<file path="src/rtl/led_share_arb.sv">
// led_share_arb
//   Round-robin arbiter that shares the 8-LED bank among four pattern
//   sources. An owner keeps the LEDs for at least DWELL_CYCLES cycles while
//   another source is waiting. A single blank (zero-grant) cycle separates
//   consecutive owners.
//
// Ports
//   clk50    in   1   clock, all logic on the rising edge
//   rst      in   1   synchronous, active-high reset
//   req      in   4   level request per source (bit i = source i)
//   pattern  in  32   source data, source i drives [8i+7:8i]
//   grant    out  4   registered one-hot grant, zero when there is no owner
//   LEDS     out  8   registered LED drive, one cycle behind grant
//
// Optional feature
//   LED_ARB_HEARTBEAT_EN: when defined, the LEDs blink bit 7 with a period of
//   2*DWELL_CYCLES zero-grant cycles while nobody owns the bank. When it is
//   undefined, the idle LED value is 8'h00 and no heartbeat logic exists.
module led_share_arb #(
  parameter int unsigned DWELL_CYCLES = 25000000,
  parameter int unsigned TW           = 25
) (
  input  logic        clk50,
  input  logic        rst,
  input  logic [3:0]  req,
  input  logic [31:0] pattern,
  output logic [3:0]  grant,
  output logic [7:0]  LEDS
);

  localparam logic [TW-1:0] TIMER_LOAD = TW'(DWELL_CYCLES - 32'd1);

  typedef enum logic [1:0] {
    ST_IDLE   = 2'd0,
    ST_GRANT  = 2'd1,
    ST_SWITCH = 2'd2
  } state_t;

  state_t        state_r, state_nxt_s;
  logic [1:0]    last_r, last_nxt_s;
  logic [TW-1:0] timer_r, timer_nxt_s, timer_dec_s;
  logic [3:0]    grant_r, grant_nxt_s;
  logic [7:0]    leds_r, leds_nxt_s, idle_leds_s;

  logic [1:0]    start_s, pos_s, win_s;
  logic [7:0]    req_dbl_s;
  logic [3:0]    rot_s, win_onehot_s;
  logic          any_req_s, owner_req_s, other_req_s;

  // Round-robin winner: rotate req so that index last+1 lands at bit 0, then
  // take the first set bit and rotate the position back.
  always_comb begin
    start_s   = last_r + 2'd1;
    req_dbl_s = {req, req};
    rot_s     = req_dbl_s[start_s +: 4];
    casez (rot_s)
      4'b???1: pos_s = 2'd0;
      4'b??10: pos_s = 2'd1;
      4'b?100: pos_s = 2'd2;
      4'b1000: pos_s = 2'd3;
      default: pos_s = 2'd0;
    endcase
    win_s        = start_s + pos_s;
    win_onehot_s = 4'b0001 << win_s;
    any_req_s    = |req;
    // While in GRANT, grant_r is the owner's one-hot mask.
    owner_req_s  = |(req & grant_r);
    other_req_s  = |(req & ~grant_r);
    timer_dec_s  = (timer_r == {TW{1'b0}}) ? timer_r : (timer_r - TW'(1));
  end

  // Next-state and next-output logic for the arbitration FSM.
  always_comb begin
    state_nxt_s = state_r;
    last_nxt_s  = last_r;
    timer_nxt_s = timer_r;
    grant_nxt_s = grant_r;
    case (state_r)
      ST_IDLE, ST_SWITCH: begin
        if (any_req_s) begin
          state_nxt_s = ST_GRANT;
          grant_nxt_s = win_onehot_s;
          last_nxt_s  = win_s;
          timer_nxt_s = TIMER_LOAD;
        end else begin
          state_nxt_s = ST_IDLE;
          grant_nxt_s = 4'b0000;
        end
      end
      ST_GRANT: begin
        if (!owner_req_s) begin
          // A dropped request always ends ownership, even before the dwell.
          state_nxt_s = ST_SWITCH;
          grant_nxt_s = 4'b0000;
          timer_nxt_s = timer_dec_s;
        end else if ((timer_r == {TW{1'b0}}) && other_req_s) begin
          state_nxt_s = ST_SWITCH;
          grant_nxt_s = 4'b0000;
        end else if (timer_r == {TW{1'b0}}) begin
          // Sole requester: keep the LEDs and start a fresh dwell.
          timer_nxt_s = TIMER_LOAD;
        end else begin
          timer_nxt_s = timer_dec_s;
        end
      end
      default: begin
        state_nxt_s = ST_IDLE;
        grant_nxt_s = 4'b0000;
      end
    endcase
  end

`ifdef LED_ARB_HEARTBEAT_EN
  logic [TW-1:0] hb_cnt_r;
  logic          hb_bit_r;

  // Heartbeat divider: runs only while nobody owns the LEDs, holds otherwise.
  always_ff @(posedge clk50) begin
    if (rst) begin
      hb_cnt_r <= {TW{1'b0}};
      hb_bit_r <= 1'b0;
    end else if (grant_r == 4'b0000) begin
      if (hb_cnt_r == TIMER_LOAD) begin
        hb_cnt_r <= {TW{1'b0}};
        hb_bit_r <= ~hb_bit_r;
      end else begin
        hb_cnt_r <= hb_cnt_r + TW'(1);
      end
    end
  end

  assign idle_leds_s = {hb_bit_r, 7'b000_0000};
`else
  assign idle_leds_s = 8'h00;
`endif

  // LED source select from the registered grant; pattern is not latched.
  always_comb begin
    leds_nxt_s = idle_leds_s;
    case (grant_r)
      4'b0001: leds_nxt_s = pattern[7:0];
      4'b0010: leds_nxt_s = pattern[15:8];
      4'b0100: leds_nxt_s = pattern[23:16];
      4'b1000: leds_nxt_s = pattern[31:24];
      default: leds_nxt_s = idle_leds_s;
    endcase
  end

  // State, pointer, timer and output registers.
  always_ff @(posedge clk50) begin
    if (rst) begin
      state_r <= ST_IDLE;
      last_r  <= 2'd3;
      timer_r <= {TW{1'b0}};
      grant_r <= 4'b0000;
      leds_r  <= 8'h00;
    end else begin
      state_r <= state_nxt_s;
      last_r  <= last_nxt_s;
      timer_r <= timer_nxt_s;
      grant_r <= grant_nxt_s;
      leds_r  <= leds_nxt_s;
    end
  end

  assign grant = grant_r;
  assign LEDS  = leds_r;

endmodule

</file>
<file path="config.mk">
export PLATFORM = sky130hd
export DESIGN_NAME = led_share_arb
export DESIGN_NICKNAME = d
export VERILOG_FILES = /design/src/rtl/led_share_arb.sv
export SDC_FILE = /design/constraint.sdc
export NUM_CORES = 1
export LEC_CHECK = 0
export CORE_UTILIZATION = 55
export DETAILED_ROUTE_END_ITERATION = 16
export GPL_ROUTABILITY_DRIVEN = 0
export PLACE_DENSITY_LB_ADDON = 0.08
export SYNTH_ARGS = -nofsm -noshare
export SYNTH_HDL_FRONTEND = slang
export SYNTH_SLANG_ARGS = --single-unit
</file>
<file path="constraint.sdc">
create_clock -name clk50 -period 4.61 [get_ports clk50]
set_input_delay 0.922 -clock clk50 [delete_from_list [all_inputs] [get_ports clk50]]
set_output_delay 0.922 -clock clk50 [all_outputs]
set_load 0.005 [all_outputs]
</file>
==> impl_metrics.csv <==
group,metric,value,unit
synthesis,avgSynthCellArea,8.061,µm²
routing,wl_per_cell,15.60,µm
synthesis,synth_area_leader_cell,"dfxtp_1",
routing,routed_wl,6053,µm
sta,finalHoldViolCount,0,
clocking,cts_num_sinks,41,
die,fp.dieH,67.87,µm
run,maxCapViolCount,0,
layout,drive_gt1_share,6.805,%
synthesis,synth_nets,337,
routing,firstDrtPassIters,7,
sta,setup_viol,0,
grt,grt_pass1_wl,9639,µm
sta,post-route-period-util,69.92,%
layout,fin_util,72.54,%
routing,vias,2449,
placement,dpl.cell_count,381,
clocking,clk_pin_slew,0.07,ns
routing,drt-initial-drc-count,196,
power,power_density,452.7,nW/µm²
sta,setup_ws,1.387,ns
synthesis,ys.flop_type,"dfxtp_1",
placement,port_buffers,49,
routing,drcViolationCount,0,
layout,antenna-diode-count,0,
run_status,outcome,"complete, no violations",
clocking,cts_root_buffer,"clkbuf_8",
sta,slew_violations,0,
power,p_leak,1.055,nW
critical_path,end_kind,"register",
layout,fin_nets,379,
placement,place_ws,1.121,ns
clocking,cts-resized-gates,0,
critical_path,startpoint_type,"primary input",
synthesis,synthDistinctLibCells,61,
critical_path,critPathMaxFanout,10,
sta,rsz0062_at_grt,"no",
sta,worst_pin_slew,1.093,ns
grt,grt_pass1_vias,2146,
grt,grt.total_usage,27.81,%
synthesis,yosys_register_bits,41,
routing,antenna_left,0,
clocking,htree_levels,2,
clocking,cts_setup_buffers,0,
sta,fin_skew,0.002941,ns
clocking,cts_tree,"built",
die,ios,50,
synthesis,synth_warnings,0,
sta,fin_crit,3.223,ns
synthesis,async_reset_ff_share,0,%
critical_path,rrSetupSlack,1.87,ns
synthesis,synth_edf_count,0,
synthesis,synth_area_leaders,"dfxtp_1 (34%), nor2_1 (7.4%), xnor2_1 (3.3%)",
layout,layout.cells.non_filler,388,
grt,grt_max_degree,21,
clocking,post_cts_hold_buffer_count,0,
grt,grt_overflow_total,0,
power,total_power,1.342,mW
clocking,clk_latency,0.29,ns
synthesis,synthesis.area,2386,µm²
critical_path,worstPathArrival,3.46,ns
grt,antenna_found_initial,0,
die,initial_core_util,58.39,%
sta,setup_tns,0,ns
synthesis,synth.most_common_cell,"nor2_1",
hold_path,worstHoldPathType,"register to register",
layout,final.fill_count,335,
die,rows,23,
critical_path,path_class,"primary input to register",
layout,area_growth,24.23,%
synthesis,synth_top_area_share,34.40,%
clocking,numCtsBuffers,5,
placement,hpwl,4380,µm
sta,slew-limit-headroom,26.13,%
sta,fmax,310.2,MHz
die,dieArea,4606,µm²
critical_path,cp.required,4.84,ns
synthesis,synthTopCellsByCount,"nor2_1 (47), dfxtp_1 (41), nand2_1 (18)",
die,core_area,4086,µm²
power,ir_worst_vdd,0.0002911,V
die,die_width,67.87,µm
synthesis,ys_seq_area_share,34.40,%
synthesis,synth_cells,296,
routing,via_per_inst,6.312,
clocking,cts.path.max_buffers,2,
[metal layers]
| metal | track usage [%] | part of all wire [%] | vias to the layer above |
|---|---|---|---|
| li1 | - | - | 1203 |
| met4 | 12.50 | 2.0 | 0 |
| met1 | 35.96 | 47 | 1148 |
| met5 | 0 | 0 | - |
| met2 | 43.81 | 44 | 87 |
| met3 | 6.500 | 6.5 | 11 |
[registers in the layout (all words and copies together) (netlist names)]
name and cells:
timer_r 25, grant 4, LEDS 8, last_r 2, state_r 2
[power by group]
part / total, mW / leakage (nW) / internal, mW / switching, mW
clock: 0.236 / 0.0443 / 0.119 / 0.118
sequential: 0.518 / 0.337 / 0.426 / 0.0921
combinational: 0.588 / 0.673 / 0.277 / 0.310
total: 1.34 / 1.05 / 0.822 / 0.520
[logic make-up (layout without fill, tap and decap cells)]
group                      Yosys count  count (layout)  share of synthesized area (%)
AOI/OAI and AO/OA                   83              83                          25.75
xor gates and xnor gates            11              11                          4.038
adders and majority gates            4               4                          1.993
buffers and inverters               22              64                          4.143
DFF                                 41              41                          34.40
muxes                                1               1                         0.4719
and+or+nand+nor                    134             134                          29.21
[area by class of cell]
cell class	instances	area, µm²	area share [%]
repair buffers	51	505.5	17.05
inverters	6	22.52	0.7598
multi-input cells	233	1466	49.47
clock buffers	7	86.33	2.913
well taps	50	62.56	2.111
flip-flops and latches	41	820.8	27.69
[cell usage in the layout (no fill, tap or decap), types with 2 or more instances in the layout]
| cell | instances |
|---|---|
| nor2b_1 | 4 |
| xnor2_1 | 9 |
| o32ai_1 | 3 |
| a22oi_1 | 5 |
| o221ai_1 | 2 |
| a311oi_1 | 3 |
| nor4_1 | 11 |
| clkdlybuf4s50_1 | 49 |
| nand3_1 | 5 |
| a22o_1 | 6 |
| dfxtp_1 | 41 |
| nand2_1 | 18 |
| inv_1 | 6 |
| a222oi_1 | 7 |
| a21oi_1 | 15 |
| or4_1 | 2 |
| or2_2 | 3 |
| and2b_2 | 2 |
| o211ai_1 | 2 |
| or4_4 | 3 |
| a2bb2oi_1 | 2 |
| ha_1 | 3 |
| buf_4 | 2 |
| nor3_1 | 11 |
| a221oi_1 | 3 |
| nand2b_1 | 11 |
| o21ai_0 | 12 |
| a31oi_1 | 2 |
| a211oi_1 | 4 |
| xor2_1 | 2 |
| nor3b_1 | 3 |
| clkbuf_8 | 6 |
| nand4_1 | 4 |
| or3_1 | 3 |
| nor2_1 | 47 |
| o22ai_1 | 2 |
[final timing paths]
kind,end,start,cells after the start
max,timer_r[9]$_SDFFE_PP0P_,req[1],7
min,timer_r[13]$_SDFFE_PP0P_,timer_r[13]$_SDFFE_PP0P_,1
max reg2reg,timer_r[9]$_SDFFE_PP0P_,timer_r[0]$_SDFFE_PP0P_,8
min reg2reg,timer_r[13]$_SDFFE_PP0P_,timer_r[13]$_SDFFE_PP0P_,1
[per-stage QoR]
stage               instance area (µm²)  hold slack (ns)
finish                             2964           0.4945
floorplan                          2386           0.4577
global route                       2964           0.5176
global placement                   2878           0.4842
detailed placement                 2878           0.4812
CTS                                2964           0.4960
[worst max-delay path, stage by stage]
cell and delay [ns]:
clkdlybuf4s50_1 0.57, a222oi_1 0.76, nor3b_1 0.27, a221o_1 0.21
nand2b_1 0.36, nand2b_1 0.22, nor2_1 0.14
Note: power is estimated with default switching activity, not from simulation.
